--- src/rtl/demux_buf4_pkg.sv ---
// Shared constants and types for the 1-to-4 registered demultiplexer.
// Latency: n/a (declarations only).
// Backpressure: n/a (declarations only).
package demux_buf4_pkg;

  localparam int WIDTH_DEF = 32;

  localparam logic [1:0] CH0 = 2'd0;
  localparam logic [1:0] CH1 = 2'd1;
  localparam logic [1:0] CH2 = 2'd2;
  localparam logic [1:0] CH3 = 2'd3;

  localparam logic [31:0] ZERO_WORD = 32'd0;

  // One-entry buffer occupancy; the encoding doubles as the valid bit.
  typedef enum logic {
    SLOT_EMPTY = 1'b0,
    SLOT_FULL  = 1'b1
  } slot_state_t;

endpackage

--- src/rtl/demux_slot.sv ---
// One-entry output buffer: loads a word on i_load, releases it when the consumer takes it.
// Latency: word loaded at edge N is valid after edge N; consumer may take it at edge N+1.
// Backpressure: o_rdy is low only while full and the consumer is not taking the word.
module demux_slot
  import demux_buf4_pkg::*;
#(
  parameter int WIDTH = WIDTH_DEF
) (
  input  logic             clk,
  input  logic             reset,
  input  logic             i_load,
  input  logic [WIDTH-1:0] i_data,
  input  logic             i_out_rdy,
  output logic             o_rdy,
  output logic             o_vld,
  output logic [WIDTH-1:0] o_dat
);

  slot_state_t      r_state;
  slot_state_t      w_state_nxt;
  logic             w_capture;
  logic [WIDTH-1:0] r_dat;

  // Occupancy register; reset empties the slot immediately.
  always_ff @(posedge clk or posedge reset) begin
    if (reset) begin
      r_state <= SLOT_EMPTY;
    end else begin
      r_state <= w_state_nxt;
    end
  end

  // Next occupancy and capture strobe; a drain and a load in the same cycle keep the slot full.
  always_comb begin
    w_state_nxt = r_state;
    w_capture   = 1'b0;
    case (r_state)
      SLOT_EMPTY: begin
        if (i_load) begin
          w_state_nxt = SLOT_FULL;
          w_capture   = 1'b1;
        end
      end
      SLOT_FULL: begin
        if (i_load) begin
          w_state_nxt = SLOT_FULL;
          w_capture   = 1'b1;
        end else if (i_out_rdy) begin
          w_state_nxt = SLOT_EMPTY;
        end
      end
      default: w_state_nxt = SLOT_EMPTY;
    endcase
  end

  // Data holding register; left untouched on drain since o_vld qualifies it.
  always_ff @(posedge clk or posedge reset) begin
    if (reset) begin
      r_dat <= WIDTH'(ZERO_WORD);
    end else if (w_capture) begin
      r_dat <= i_data;
    end
  end

  assign o_vld = (r_state == SLOT_FULL);
  assign o_rdy = (r_state == SLOT_EMPTY) | i_out_rdy;
  assign o_dat = r_dat;

endmodule

--- src/rtl/demux_buf4.sv ---
// 1-to-4 registered demultiplexer: steers each accepted word into the one-entry buffer chosen by sel.
// Latency: one cycle from acceptance to out_valid on the selected channel; one word/cycle per channel.
// Backpressure: in_ready follows only the selected slot; a stalled channel never blocks the others.
module demux_buf4
  import demux_buf4_pkg::*;
#(
  parameter int WIDTH = WIDTH_DEF
) (
  input  logic             clk,
  input  logic             reset,
  input  logic [1:0]       sel,
  input  logic             in_valid,
  input  logic [WIDTH-1:0] in_data,
  output logic             in_ready,
  input  logic [3:0]       out_ready,
  output logic [3:0]       out_valid,
  output logic [WIDTH-1:0] out0,
  output logic [WIDTH-1:0] out1,
  output logic [WIDTH-1:0] out2,
  output logic [WIDTH-1:0] out3,
  output logic             busy
);

  logic [3:0]       w_slot_rdy;
  logic [3:0]       w_load;
  logic             w_accept;
  logic [WIDTH-1:0] w_dat [4];

  // Readiness of the addressed slot only; deliberately independent of in_valid.
  always_comb begin
    in_ready = 1'b0;
    case (sel)
      CH0:     in_ready = w_slot_rdy[0];
      CH1:     in_ready = w_slot_rdy[1];
      CH2:     in_ready = w_slot_rdy[2];
      CH3:     in_ready = w_slot_rdy[3];
      default: in_ready = 1'b0;
    endcase
  end

  assign w_accept = in_valid & in_ready;

  // Decode sel into a one-hot load strobe for the accepted word.
  always_comb begin
    w_load = 4'b0000;
    if (w_accept) begin
      w_load[sel] = 1'b1;
    end
  end

  for (genvar k = 0; k < 4; k++) begin : g_slot
    demux_slot #(
      .WIDTH (WIDTH)
    ) u_slot (
      .clk       (clk),
      .reset     (reset),
      .i_load    (w_load[k]),
      .i_data    (in_data),
      .i_out_rdy (out_ready[k]),
      .o_rdy     (w_slot_rdy[k]),
      .o_vld     (out_valid[k]),
      .o_dat     (w_dat[k])
    );
  end

  assign out0 = w_dat[0];
  assign out1 = w_dat[1];
  assign out2 = w_dat[2];
  assign out3 = w_dat[3];
  assign busy = |out_valid;

endmodule

--- config.mk ---
export PLATFORM = sky130hd
export DESIGN_NAME = demux_buf4
export DESIGN_NICKNAME = d
export VERILOG_FILES = /design/src/rtl/demux_buf4_pkg.sv /design/src/rtl/demux_slot.sv /design/src/rtl/demux_buf4.sv
export SDC_FILE = /design/constraint.sdc
export NUM_CORES = 1
export LEC_CHECK = 0
export CORE_AREA = 8 8 88 148
export CTS_BUF_LIST = sky130_fd_sc_hd__clkbuf_4
export CTS_CLUSTER_DIAMETER = 80
export CTS_CLUSTER_SIZE = 14
export DETAILED_ROUTE_END_ITERATION = 7
export DIE_AREA = 0 0 96 156
export PLACE_DENSITY = 0.9
export SYNTH_ARGS = -nofsm -noshare
export SYNTH_HDL_FRONTEND = slang
export SYNTH_SLANG_ARGS = --single-unit
--- constraint.sdc ---
create_clock -name clk -period 6 [get_ports clk]
set_input_delay 1.5 -clock clk [delete_from_list [all_inputs] [get_ports clk]]
set_output_delay 1.5 -clock clk [all_outputs]
set_load 0.01 [all_outputs]
* Word level (Yosys, flattened, before mapping)
Index checks and enable logic that the tools add are counted.
** Word-level totals
- Output and inout port bits :: 134
- Flip-flop bits (word level) :: 132
- Input bits :: 41
- Logic and storage cells :: 45
** Operators by class
- Equality and inequality tests :: 3
- Magnitude comparators :: 2
- Reduce and logical (&&, ||, !) cells :: 3
- Bitwise operators :: 9
- Muxes and demuxes :: 20
** Operators with widths (number)
- two-way mux 1 bit :: 13
- case mux 1 bit (2 select lines) :: 4
- equality test 2 bit, second input constant :: 2
- two-way mux 4 bit :: 1
- NOT 1 bit :: 4
- bitwise OR 1 bit :: 4
- case mux 1 bit (4 select lines) :: 1
- OR reduction 4 bit :: 1
- < comparator 2 x 3 -> 1 bit, second input constant :: 1
- demux 1 bit (select 2 bit) :: 1
- equality test 2 x 1 -> 1 bit, second input constant :: 1
- >= comparator 2 x 1 -> 1 bit, second input constant :: 1
- logical NOT 2 bit :: 1
- bitwise AND 1 bit :: 1
- logical AND 1 bit :: 1

* Logic depth before layout (Yosys ltp)
Gate-level depths: netlist of run 1.
- Word-level depth :: 7
- Depth in mapped cells :: 5
- Gate-level depth less buffers :: 3

* Modules after synthesis
From an unflattened synthesis of run 1, not the netlist that was laid out.
** Second synthesis, totals
- Cell total of the unflattened synthesis :: 294
- Area, all modules :: 5605.4 µm²
** Modules (own cells, without submodules)
- demux_slot :: seq. area each 825.8 µm², area an instance 1382.6 µm², times used 4, cells each 72
- demux_buf4 :: seq. area each 0.0 µm², area an instance 75.1 µm², times used 1, cells each 6

* Least setup slack after synthesis of run 1
No wires, ideal clock.
- Path type :: input to output
- Start point :: input port out_ready[0]
- End point :: output port in_ready
- Data required time :: 4.500 ns
- Slack :: 2.352 ns
- Stages :: 2
- Buffers on the path :: 0
- Data arrival time :: 2.148 ns
- Cells stage by stage :: nand2b_1 > mux4_2
** Between the ends
- Word-level cells in the longest chain between the ends :: 2
** RTL lines
- from (decl) :: RTL line demux_buf4.sv:15 : input logic [3:0] out_ready,
- bitwise OR 1 bit :: RTL line demux_slot.sv:66 : assign o_rdy = (r_state == SLOT_EMPTY) | i_out_rdy;
- case mux 1 bit (4 select lines) :: RTL line demux_buf4.sv:32 : case (sel)
- to (decl) :: RTL line demux_buf4.sv:14 : output logic in_ready,
No other way between the ends.

* Final worst setup path of run 1
- Start point :: input port sel[1]
- End point :: output port in_ready
** Between the ends
- Word-level cells in the longest chain between the ends :: 2
** RTL lines
- from (decl) :: RTL line demux_buf4.sv:11 : input logic [1:0] sel,
- equality test 2 bit, or another cell as far along :: RTL line demux_buf4.sv:32
- case mux 1 bit (4 select lines) * :: RTL line demux_buf4.sv:32
Every way passes the cells marked *; elsewhere a longest branch is shown, timed or not.

==> summary.md, run 1 <==
| Metric | Value |
|---|---|
| Status | `finished clean` |
| Post-Syn Instances | `297` |
| Worst hold start | `g_slot[1].u_slot.o_dat[24]$_DFFE_PP0P_` |
| Worst-margin pin slew | `1.08 ns` |
| Rows | `51` |
| Reg clk slew, reported paths | `0.12 ns` |
| Crit share post-route | `75.7%` |
| Clock sinks | `132` |
| Chip Width | `96 µm` |
| Fmax achieved | `220 MHz` |
| Post-CTS Setup Inserts | `0` |
| Resize count post-CTS | `0` |
| Layout cells sized above 1 | `33.4%` |
| Core Area | `0.0110 mm²` |
| Synth Cell Area | `0.00501 mm²` |
| Crit start category | `input pin` |
| Final hold viol count | `0` |
| Placed cell areas | `0.00682 mm²` |
| Count of different cell masters after synthesis | `18` |
| Vias in the first global route | `3699` |
| Tot GR Track Use | `18.4%` |
| Nets@finish | `516` |
| Max IR drop VDD | `0.000261 V` |
| Flop2flop setup slack | `3.97 ns` |
| Period minus WS final | `4.54 ns` |
| Finished Layout Cells | `621` |
| WL final | `13100 µm` |
| First-pass GRT wire length | `20500 µm` |
| Sequential area share after synthesis | `65.9%` |
| Final instance area | `0.00717 mm²` |
| Clock skew | `0.0178 ns` |
| Worst-path maximum fanout | `4` |
| Post-Route Utilization | `64.9%` |
| Crit path kind | `in -> out` |
| Slowest stage delay, CP | `0.54 ns` |
| Die Y | `156 µm` |
| CTS tree | `yes` |
| Slew Limit Fails | `0` |
| Pleak | `3.01 nW` |
| Port Buffers | `174` |
| Area Growth Syn to Fin | `43.0%` |
| Relative slew margins | `27.8%` |
| Worst r2r src | `g_slot[0].u_slot.o_vld$_DFF_PP0_` |
| Clock buffer count from CTS | `17` |
| Clock buffer depth | `2` |
| Req. time, crit path | `4.50 ns` |
| # setup viols final | `0` |
| GPL Wtd Cong | `0.779` |
| RR Endpoint | `g_slot[0].u_slot.o_dat[27]$_DFFE_PP0P_` |
| Max-Cap Viols | `0` |
| Initial core utilization | `45.4%` |
| Remaining DRCs | `0` |
| RSZ-0062 raised after global routing | `no` |
| Critical-path cell list | `clkdlybuf4s50_1, mux4_2, clkdlybuf4s50_1` |
| Initial antenna violation count | `4` |
| Tot Pwr | `2.63 mW` |
| Post-synthesis register bit count | `132` |
| Hold depth | `1` |
| Pwr per Cell Area | `367 mW/mm²` |
| Worst-Skew Late Latency | `0.50 ns` |
| Detailed placement HPWL | `9570 µm` |
| Hold_buf cts | `0` |
| Die area | `0.0150 mm²` |
| Pin count of the biggest net entering global routing | `63` |
| Congestion Overflow GR | `0` |
| DRT Pass-1 Iters | `4` |
| Syn. warnings | `0` |
| DR iter-0 viols | `52` |
| Worst hold path class | `reg -> reg` |
| Inst Count DP | `588` |
| Sum Neg Setup Slack | `0 ns` |
| Slowest CP cell | `clkdlybuf4s50_1` |
| Register Area | `0.00330 mm²` |
| Vias/cell | `5.15` |
| WP data arrival | `3.04 ns` |
| Antenna Nets Post-Route | `0` |
| Root buf cell | `clkbuf_4` |
| Multi-input logic area | `0.00158 mm²` |
| Syn Nets | `338` |
| Vias | `3201` |
| Most Frequent Cell on Critical Path | `clkdlybuf4s50_1` |
| Hold endpoint | `g_slot[1].u_slot.o_dat[24]$_DFFE_PP0P_` |
| Top Ports | `175` |
| DR WL/cell | `21.1 µm` |
| Worst R2R Path Depth | `3` |
| CP endpoint kind | `primary output` |
| Syn Area/Cell | `16.9 µm²` |
| H-tree depth | `4` |
| # fillers | `768` |
[logic make-up after synthesis]
family          share of synthesized area, %
simple gates                            1.97
flops                                   65.9
buf+inv                                 2.82
compound gates                        0.0998
mux                                     29.2
[metrics by stage]
step	setup WS, ns	hold WS (ns)
final	1.46	0.499
after floorplan	0.974	0.487
after global placement	1.47	0.468
after CTS	1.45	0.504
after detailed placement	1.45	0.475
after global routing	1.43	0.531
[final cells by class]
| cell class | instances | share of cell area [%] |
|---|---|---|
| Antenna cell | 1 | 0.0349 |
| Clock buffer | 18 | 1.89 |
| Multi-Input combinational cell | 146 | 22.1 |
| Timing Repair Buffer | 177 | 24.6 |
| Sequential cell | 132 | 46.1 |
| Clock inverter | 14 | 2.91 |
| Tap cell | 132 | 2.30 |
| Inverter | 1 | 0.0873 |
[critical path: cells and delay by family]
family / cells / cell delay [ns]
muxes: 1 / 0.51
buffers and inverters: 2 / 1.03
[placed cells by master, fill, tap and decap left out, types with 3 or more instances in the layout]
cell type / netlist / routed
clkdlybuf4s50_1: 0 / 174
dfrtp_1: 132 / 132
mux2_2: 124 / 124
clkbuf_4: 0 / 18
nand2b_1: 4 / 4
mux2_1: 4 / 4
buf_4: 9 / 3
nand2_1: 5 / 5
bufinv_16: 0 / 5
[sequential cells by signal, summed over array words and instances, names as in the netlist]
name                 flops
g_slot.u_slot.o_dat    128
g_slot.u_slot.o_vld      4
[worst max path at each step]
stage                      start  slack (ns)                               endpoint  depth (start not counted)
after floorplan            reset        0.97  g_slot[0].u_slot.o_dat[0]$_DFFE_PP0P_                          1
after global placement    sel[1]        1.47                               in_ready                          3
after detailed placement  sel[1]        1.45                               in_ready                          3
after CTS                 sel[1]        1.45                               in_ready                          3
after global routing      sel[1]        1.43                               in_ready                          3
final                     sel[1]        1.46                               in_ready                          3
[metal layers]
layer	share of wire (%)	global-route usage, %	wire length [µm]	vias up
li1	-	-	-	1401
met4	4.0	10.9	524	6
met5	0.31	0	41	-
met1	33	17.5	4330	1634
met2	56	32.6	7320	126
met3	6.6	6.27	859	34
[cells in the mapped netlist, drive strengths merged]
library cell | n | area (µm²)
nand2b | 4 | 25.0
clkbuf | 1 | 5.00
nor2b | 2 | 12.5
o21ai | 1 | 5.00
or4 | 1 | 7.51
nand3 | 1 | 5.00
inv | 1 | 3.75
buf | 17 | 133
dfrtp | 132 | 3300
and3 | 1 | 6.26
mux2 | 128 | 1440
nand3b | 1 | 11.3
mux4 | 1 | 22.5
nand2 | 5 | 18.8
nor3b | 1 | 12.5
[power by group]
group	switching [mW]	total (mW)	internal [mW]
Clock	0.319	0.695	0.376
Sequential	0.103	1.18	1.07
Combinational	0.288	0.763	0.475
No activity file was read; power rests on OpenSTA's default activity.
==> inputs of run 2 (changes only) <==
clock period = 4.2 ns   (was 6 ns; I/O delays follow)
==> run 2 against run 1 <==
Against the previous run:
- sequential power up 42%
- cell count up 0.64%
- critical path depth unchanged
- die area unchanged
- sequential share of layout area up 0.056 points
- clock power up 19%
==> summary.md, run 2 (synthesis gave the netlist of run 1 again) <==
| Metric | Value |
|---|---|
| Sum Neg Setup Slack | `0 ns (unchanged)` |
| Layout cells sized above 1 | `34.0% (was 33.4%)` |
| Relative slew margins | `26.0% (was 27.8%)` |
| Req. time, crit path | `3.15 ns (was 4.50 ns)` |
| Placed cell areas | `0.00687 mm² (was 0.00682 mm²)` |
| Port Buffers | `174 (unchanged)` |
| DRT Pass-1 Iters | `4 (unchanged)` |
| Fmax achieved | `272 MHz` |
| Pwr per Cell Area | `504 mW/mm² (was 367 mW/mm²)` |
| Initial core utilization | `45.4% (unchanged)` |
| RR Endpoint | `g_slot[0].u_slot.o_dat[11]$_DFFE_PP0P_ (was g_slot[0].u_slot.o_dat[27]$_DFFE_PP0P_)` |
| Root buf cell | `clkbuf_4 (unchanged)` |
| WL final | `13300 µm (was 13100 µm)` |
| Die area | `0.0150 mm² (unchanged)` |
| Rows | `51 (unchanged)` |
| Die Y | `156 µm (unchanged)` |
| Pleak | `2.99 nW (was 3.01 nW)` |
| Tot GR Track Use | `18.4% (about the same)` |
| CTS tree | `yes (unchanged)` |
| Worst hold path class | `reg -> reg (unchanged)` |
| Hold depth | `1 (unchanged)` |
| Final instance area | `0.00716 mm² (was 0.00717 mm²)` |
| Critical-path cell list | `clkdlybuf4s50_1, mux4_2, clkdlybuf4s50_1 (unchanged)` |
| H-tree depth | `4 (unchanged)` |
| Most Frequent Cell on Critical Path | `clkdlybuf4s50_1 (unchanged)` |
| Antenna Nets Post-Route | `0 (unchanged)` |
| Worst r2r src | `g_slot[0].u_slot.o_vld$_DFF_PP0_ (unchanged)` |
| Post-CTS Setup Inserts | `0 (unchanged)` |
| Chip Width | `96 µm (unchanged)` |
| Final hold viol count | `0 (unchanged)` |
| Worst R2R Path Depth | `3 (unchanged)` |
| Clock buffer count from CTS | `17 (unchanged)` |
| Worst-margin pin slew | `1.10 ns (was 1.08 ns)` |
| Initial antenna violation count | `3 (was 4)` |
| DR iter-0 viols | `107 (was 52)` |
| Crit path kind | `in -> out (unchanged)` |
| DR WL/cell | `21.2 µm (was 21.1 µm)` |
| Hold_buf cts | `0 (unchanged)` |
| Crit start category | `input pin (unchanged)` |
| Reg clk slew, reported paths | `0.10 ns (was 0.12 ns)` |
| Slowest CP cell | `clkdlybuf4s50_1 (unchanged)` |
| WP data arrival | `2.63 ns (was 3.04 ns)` |
| Nets@finish | `519 (was 516)` |
| Slowest stage delay, CP | `0.56 ns (was 0.54 ns)` |
| Area Growth Syn to Fin | `42.8% (was 43.0%)` |
| Pin count of the biggest net entering global routing | `58 (was 63)` |
| Most common cell after layout, fill and taps aside | `clkdlybuf4s50_1 (unchanged)` |
| Crit share post-route | `87.6%` |
| Worst-path maximum fanout | `4 (unchanged)` |
| # setup viols final | `0 (unchanged)` |
| Vias/cell | `5.13 (was 5.15)` |
| Vias in the first global route | `3659 (was 3699)` |
| Status | `finished clean (unchanged)` |
| Max-Cap Viols | `0 (unchanged)` |
| Vias | `3208 (was 3201)` |
| CP endpoint kind | `primary output (unchanged)` |
| Max IR drop VDD | `0.000297 V (was 0.000261 V)` |
| GPL Wtd Cong | `0.789 (was 0.779)` |
| Period minus WS final | `3.68 ns` |
| Worst-Skew Late Latency | `0.52 ns (was 0.50 ns)` |
| Worst Setup EP | `in_ready (unchanged)` |
| RSZ-0062 raised after global routing | `no (unchanged)` |
| Flop2flop setup slack | `2.12 ns (was 3.97 ns)` |
| Top Ports | `175 (unchanged)` |
| Largest register FFs | `128 (unchanged)` |
| Core Area | `0.0110 mm² (unchanged)` |
| Clock skew | `0.0229 ns (was 0.0178 ns)` |
| Congestion Overflow GR | `0 (unchanged)` |
| Remaining DRCs | `0 (unchanged)` |
| Detailed placement HPWL | `9830 µm (was 9570 µm)` |
| Leading cell types in the layout, fill and taps excluded | `174 x clkdlybuf4s50_1, 132 x dfrtp_1, 124 x mux2_2 (unchanged)` |
| Clock buffer depth | `2 (unchanged)` |
| Slew Limit Fails | `0 (unchanged)` |
| Worst setup startpoint | `sel[1] (unchanged)` |
| First-pass GRT wire length | `20400 µm (was 20500 µm)` |
| Clock sinks | `132 (unchanged)` |
| Resize count post-CTS | `0 (unchanged)` |
==> run 2: cell count changes in the layout (fill, tap and decap cells not counted) <==
cell | before | now
clkinvlp_4 | 2 | 5
diode_2 | 1 | 2
inv_4 | 1 | 0
buf_4 | 3 | 4
bufinv_16 | 5 | 2
buf_12 | 0 | 2
clkbuf_4 | 18 | 17
inv_6 | 1 | 3
clkinv_4 | 2 | 3
clkinv_1 | 2 | 1
==> run 2: per-stage QoR <==
stage | power (mW) | util [%] | instances | hold WS, ns | setup WS (ns)
2_1_floorplan | 2.10 | - | 297 | 0.487 | 1.45
3_3_place_gp | 2.78 | 62.2 | 591 | 0.470 | 0.566
3_5_place_dp | 2.83 | 62.2 | 591 | 0.490 | 0.507
4_1_cts | 3.66 | 64.8 | 623 | 0.517 | 0.507
5_1_grt | 3.78 | 64.8 | 624 | 0.531 | 0.461
6_report | 3.61 | 64.9 | 625 | 0.512 | 0.523
==> run 2: cell type report <==
class                           count  area [µm²]
Antenna cell                        2        5.00
Clock buffer                       17         128
Clock inverter                     15         156
Fill cell                         808        3880
Inverter                            1        7.51
Multi-Input combinational cell    146        1580
Sequential cell                   132        3300
Tap cell                          132         165
Timing Repair Buffer              180        1810
==> run 2: report_power, final <==
part           internal, mW  switching, mW  leakage, nW
clock network         0.356          0.473        0.142
registers              1.53          0.150         1.57
logic                 0.682          0.413         1.28
total                  2.57           1.04         2.99
==> run 2: metal layers <==
metal,wire (µm),up-vias,GRT usage (%)
li1,-,1413,-
met1,4330,1647,17.1
met2,7570,111,33.0
met3,820,33,6.17
met4,502,4,10.9
met5,25,-,0
==> run 2: how the worst min path moves through the flow <==
stage                                           start                                endpoint  slack, ns
3_3_place_gp   g_slot[2].u_slot.o_dat[25]$_DFFE_PP0P_  g_slot[2].u_slot.o_dat[25]$_DFFE_PP0P_       0.47
4_1_cts        g_slot[0].u_slot.o_dat[15]$_DFFE_PP0P_  g_slot[0].u_slot.o_dat[15]$_DFFE_PP0P_       0.52
6_report       g_slot[0].u_slot.o_dat[15]$_DFFE_PP0P_  g_slot[0].u_slot.o_dat[15]$_DFFE_PP0P_       0.51
3_5_place_dp   g_slot[2].u_slot.o_dat[25]$_DFFE_PP0P_  g_slot[2].u_slot.o_dat[25]$_DFFE_PP0P_       0.49
2_1_floorplan        g_slot[3].u_slot.o_vld$_DFF_PP0_        g_slot[3].u_slot.o_vld$_DFF_PP0_       0.49
5_1_grt        g_slot[3].u_slot.o_dat[24]$_DFFE_PP0P_  g_slot[3].u_slot.o_dat[24]$_DFFE_PP0P_       0.53
==> run 2: worst max-delay path, delay by kind of cell <==
family / cells / cell delay, ns
buffers and inverters: 2 / 1.05
muxes: 1 / 0.53
==> inputs of run 3 (changes only) <==
CTS_BUF_LIST = sky130_fd_sc_hd__clkbuf_2   (was sky130_fd_sc_hd__clkbuf_4)
==> run 3 against run 2 <==
Against the previous run:
- total power decreased by 2.2%
- largest cell class unchanged
- combinational power hardly changed
- via count down 0.56%
==> summary.md, run 3 (synthesis gave the netlist of run 1 again) <==
| Metric | Value |
|---|---|
| Status | `finished clean (unchanged)` |
| CP top delay family | `buffers and inverters (unchanged)` |
| Max IR drop VDD | `0.000310 V (was 0.000297 V)` |
| Slew Limit Fails | `0 (unchanged)` |
| Remaining DRCs | `0 (unchanged)` |
| Sum Neg Setup Slack | `0 ns (unchanged)` |
| First-pass GRT wire length | `20400 µm (about the same)` |
| Root buf cell | `clkbuf_2 (was clkbuf_4)` |
| Worst-Skew Late Latency | `0.67 ns (was 0.52 ns)` |
| Clock sinks | `132 (unchanged)` |
| Area Growth Syn to Fin | `42.0% (was 42.8%)` |
| Worst hold path class | `reg -> reg (unchanged)` |
| Port Buffers | `174 (unchanged)` |
| Slowest CP cell | `clkdlybuf4s50_1 (unchanged)` |
| Max-Cap Viols | `0 (unchanged)` |
| Top Ports | `175 (unchanged)` |
| RSZ-0062 raised after global routing | `no (unchanged)` |
| Vias/cell | `5.10 (was 5.13)` |
| DR WL/cell | `21.1 µm (was 21.2 µm)` |
| Pin count of the biggest net entering global routing | `58 (unchanged)` |
| Worst-path maximum fanout | `4 (unchanged)` |
| Layout cells sized above 1 | `34.0% (unchanged)` |
| # setup viols final | `0 (unchanged)` |
| Antenna Nets Post-Route | `0 (unchanged)` |
| Crit path kind | `in -> out (unchanged)` |
| Relative slew margins | `27.8% (was 26.0%)` |
| Most Frequent Cell on Critical Path | `clkdlybuf4s50_1 (unchanged)` |
| Fmax achieved | `272 MHz (about the same)` |
| Clock buffer depth | `2 (unchanged)` |
| Slowest stage delay, CP | `0.56 ns (about the same)` |
| Final hold slack | `0.524 ns (was 0.512 ns)` |
| Final hold viol count | `0 (unchanged)` |
| Leading cell types in the layout, fill and taps excluded | `174 x clkdlybuf4s50_1, 132 x dfrtp_1, 124 x mux2_2 (unchanged)` |
| DR iter-0 viols | `82 (was 107)` |
| Most common cell after layout, fill and taps aside | `clkdlybuf4s50_1 (unchanged)` |
| Req. time, crit path | `3.15 ns (about the same)` |
| Pleak | `2.98 nW (was 2.99 nW)` |
| Chip Width | `96 µm (unchanged)` |
| Clock buffer count from CTS | `17 (unchanged)` |
| Core Area | `0.0110 mm² (unchanged)` |
| Vias | `3190 (was 3208)` |
| WP data arrival | `2.63 ns (about the same)` |
| DRT Pass-1 Iters | `4 (unchanged)` |
| Post-CTS Setup Inserts | `0 (unchanged)` |
| Crit start category | `input pin (unchanged)` |
| Detailed placement HPWL | `9830 µm (unchanged)` |
| Period minus WS final | `3.68 ns (about the same)` |
| Reg clk slew, reported paths | `0.17 ns (was 0.10 ns)` |
| Hold_buf cts | `0 (unchanged)` |
| Resize count post-CTS | `0 (unchanged)` |
| CTS tree | `yes (unchanged)` |
| Clock skew | `0.0320 ns (was 0.0229 ns)` |
| Die area | `0.0150 mm² (unchanged)` |
| Pwr per Cell Area | `495 mW/mm² (was 504 mW/mm²)` |
| Crit share post-route | `87.5% (was 87.6%)` |
| Die Y | `156 µm (unchanged)` |
| H-tree depth | `4 (unchanged)` |
| Initial antenna violation count | `3 (unchanged)` |
| Tot GR Track Use | `18.5% (was 18.4%)` |
| CP endpoint kind | `primary output (unchanged)` |
| Vias in the first global route | `3652 (was 3659)` |
| Congestion Overflow GR | `0 (unchanged)` |
| Nets@finish | `519 (unchanged)` |
| Buf/Inv on CP | `2 (unchanged)` |
| Initial core utilization | `45.4% (unchanged)` |
| GPL Wtd Cong | `0.789 (unchanged)` |
| Largest register FFs | `128 (unchanged)` |
| Rows | `51 (unchanged)` |
| Critical-path cell list | `clkdlybuf4s50_1, mux4_2, clkdlybuf4s50_1 (unchanged)` |
| Worst-margin pin slew | `1.08 ns (was 1.10 ns)` |
| WL final | `13200 µm (was 13300 µm)` |
==> run 3: cell count changes in the layout (fill, tap and decap cells not counted) <==
cell      delta
clkbuf_2    +17
clkbuf_4    -17
==> run 3: per-stage QoR <==
| step | cell area, µm² | utilization [%] | setup slack [ns] | instances | power [mW] |
|---|---|---|---|---|---|
| 2_1_floorplan | 5020 | - | 1.45 | 297 | 2.10 |
| 3_3_place_gp | 6870 | 62.2 | 0.566 | 591 | 2.78 |
| 3_5_place_dp | 6870 | 62.2 | 0.507 | 591 | 2.83 |
| 4_1_cts | 7110 | 64.4 | 0.507 | 623 | 3.58 |
| 5_1_grt | 7110 | 64.4 | 0.461 | 624 | 3.70 |
| 6_report | 7120 | 64.5 | 0.523 | 625 | 3.53 |
==> run 3: layout make-up <==
cell class | instances | area, µm²
inverters | 1 | 7.51
repair buffers | 180 | 1810
fillers | 815 | 3920
flip-flops and latches | 132 | 3300
clock buffers | 17 | 85.1
diodes | 2 | 5.00
well taps | 132 | 165
clock inverters | 15 | 156
multi-input cells | 146 | 1580
==> run 3: worst reg2reg max path: stages, from the launching register on <==
cell	delay (ns)
dfrtp_1	0.42
nand2b_1	0.14
nand3b_2	0.80
mux2_2	0.61
==> run 3: worst paths after layout <==
kind | startpoint | depth (start not counted) | slack [ns] | end
setup / recovery | sel[1] | 3 | 0.52 | in_ready
hold reg to reg | g_slot[0].u_slot.o_dat[15]$_DFFE_PP0P_ | 1 | 0.52 | g_slot[0].u_slot.o_dat[15]$_DFFE_PP0P_
min in group asynchronous | reset | 2 | 0.85 | g_slot[0].u_slot.o_dat[20]$_DFFE_PP0P_
max in group asynchronous | reset | 3 | 2.51 | g_slot[3].u_slot.o_dat[6]$_DFFE_PP0P_
setup reg to reg | g_slot[0].u_slot.o_vld$_DFF_PP0_ | 3 | 2.13 | g_slot[0].u_slot.o_dat[11]$_DFFE_PP0P_
hold / removal | g_slot[0].u_slot.o_dat[15]$_DFFE_PP0P_ | 1 | 0.52 | g_slot[0].u_slot.o_dat[15]$_DFFE_PP0P_
==> run 3: routing by layer <==
metal,vias to the layer above,share of wire [%],track usage (%)
met3,37,6.6,6.51
met2,110,57,33.0
li1,1407,-,-
met5,-,0.22,0
met4,4,4.0,10.9
met1,1632,32,17.1
==> run 3: power by group <==
part / total, mW / switching, mW / internal (mW)
registers: 1.68 / 0.151 / 1.53
clock network: 0.750 / 0.475 / 0.275
logic: 1.09 / 0.412 / 0.682
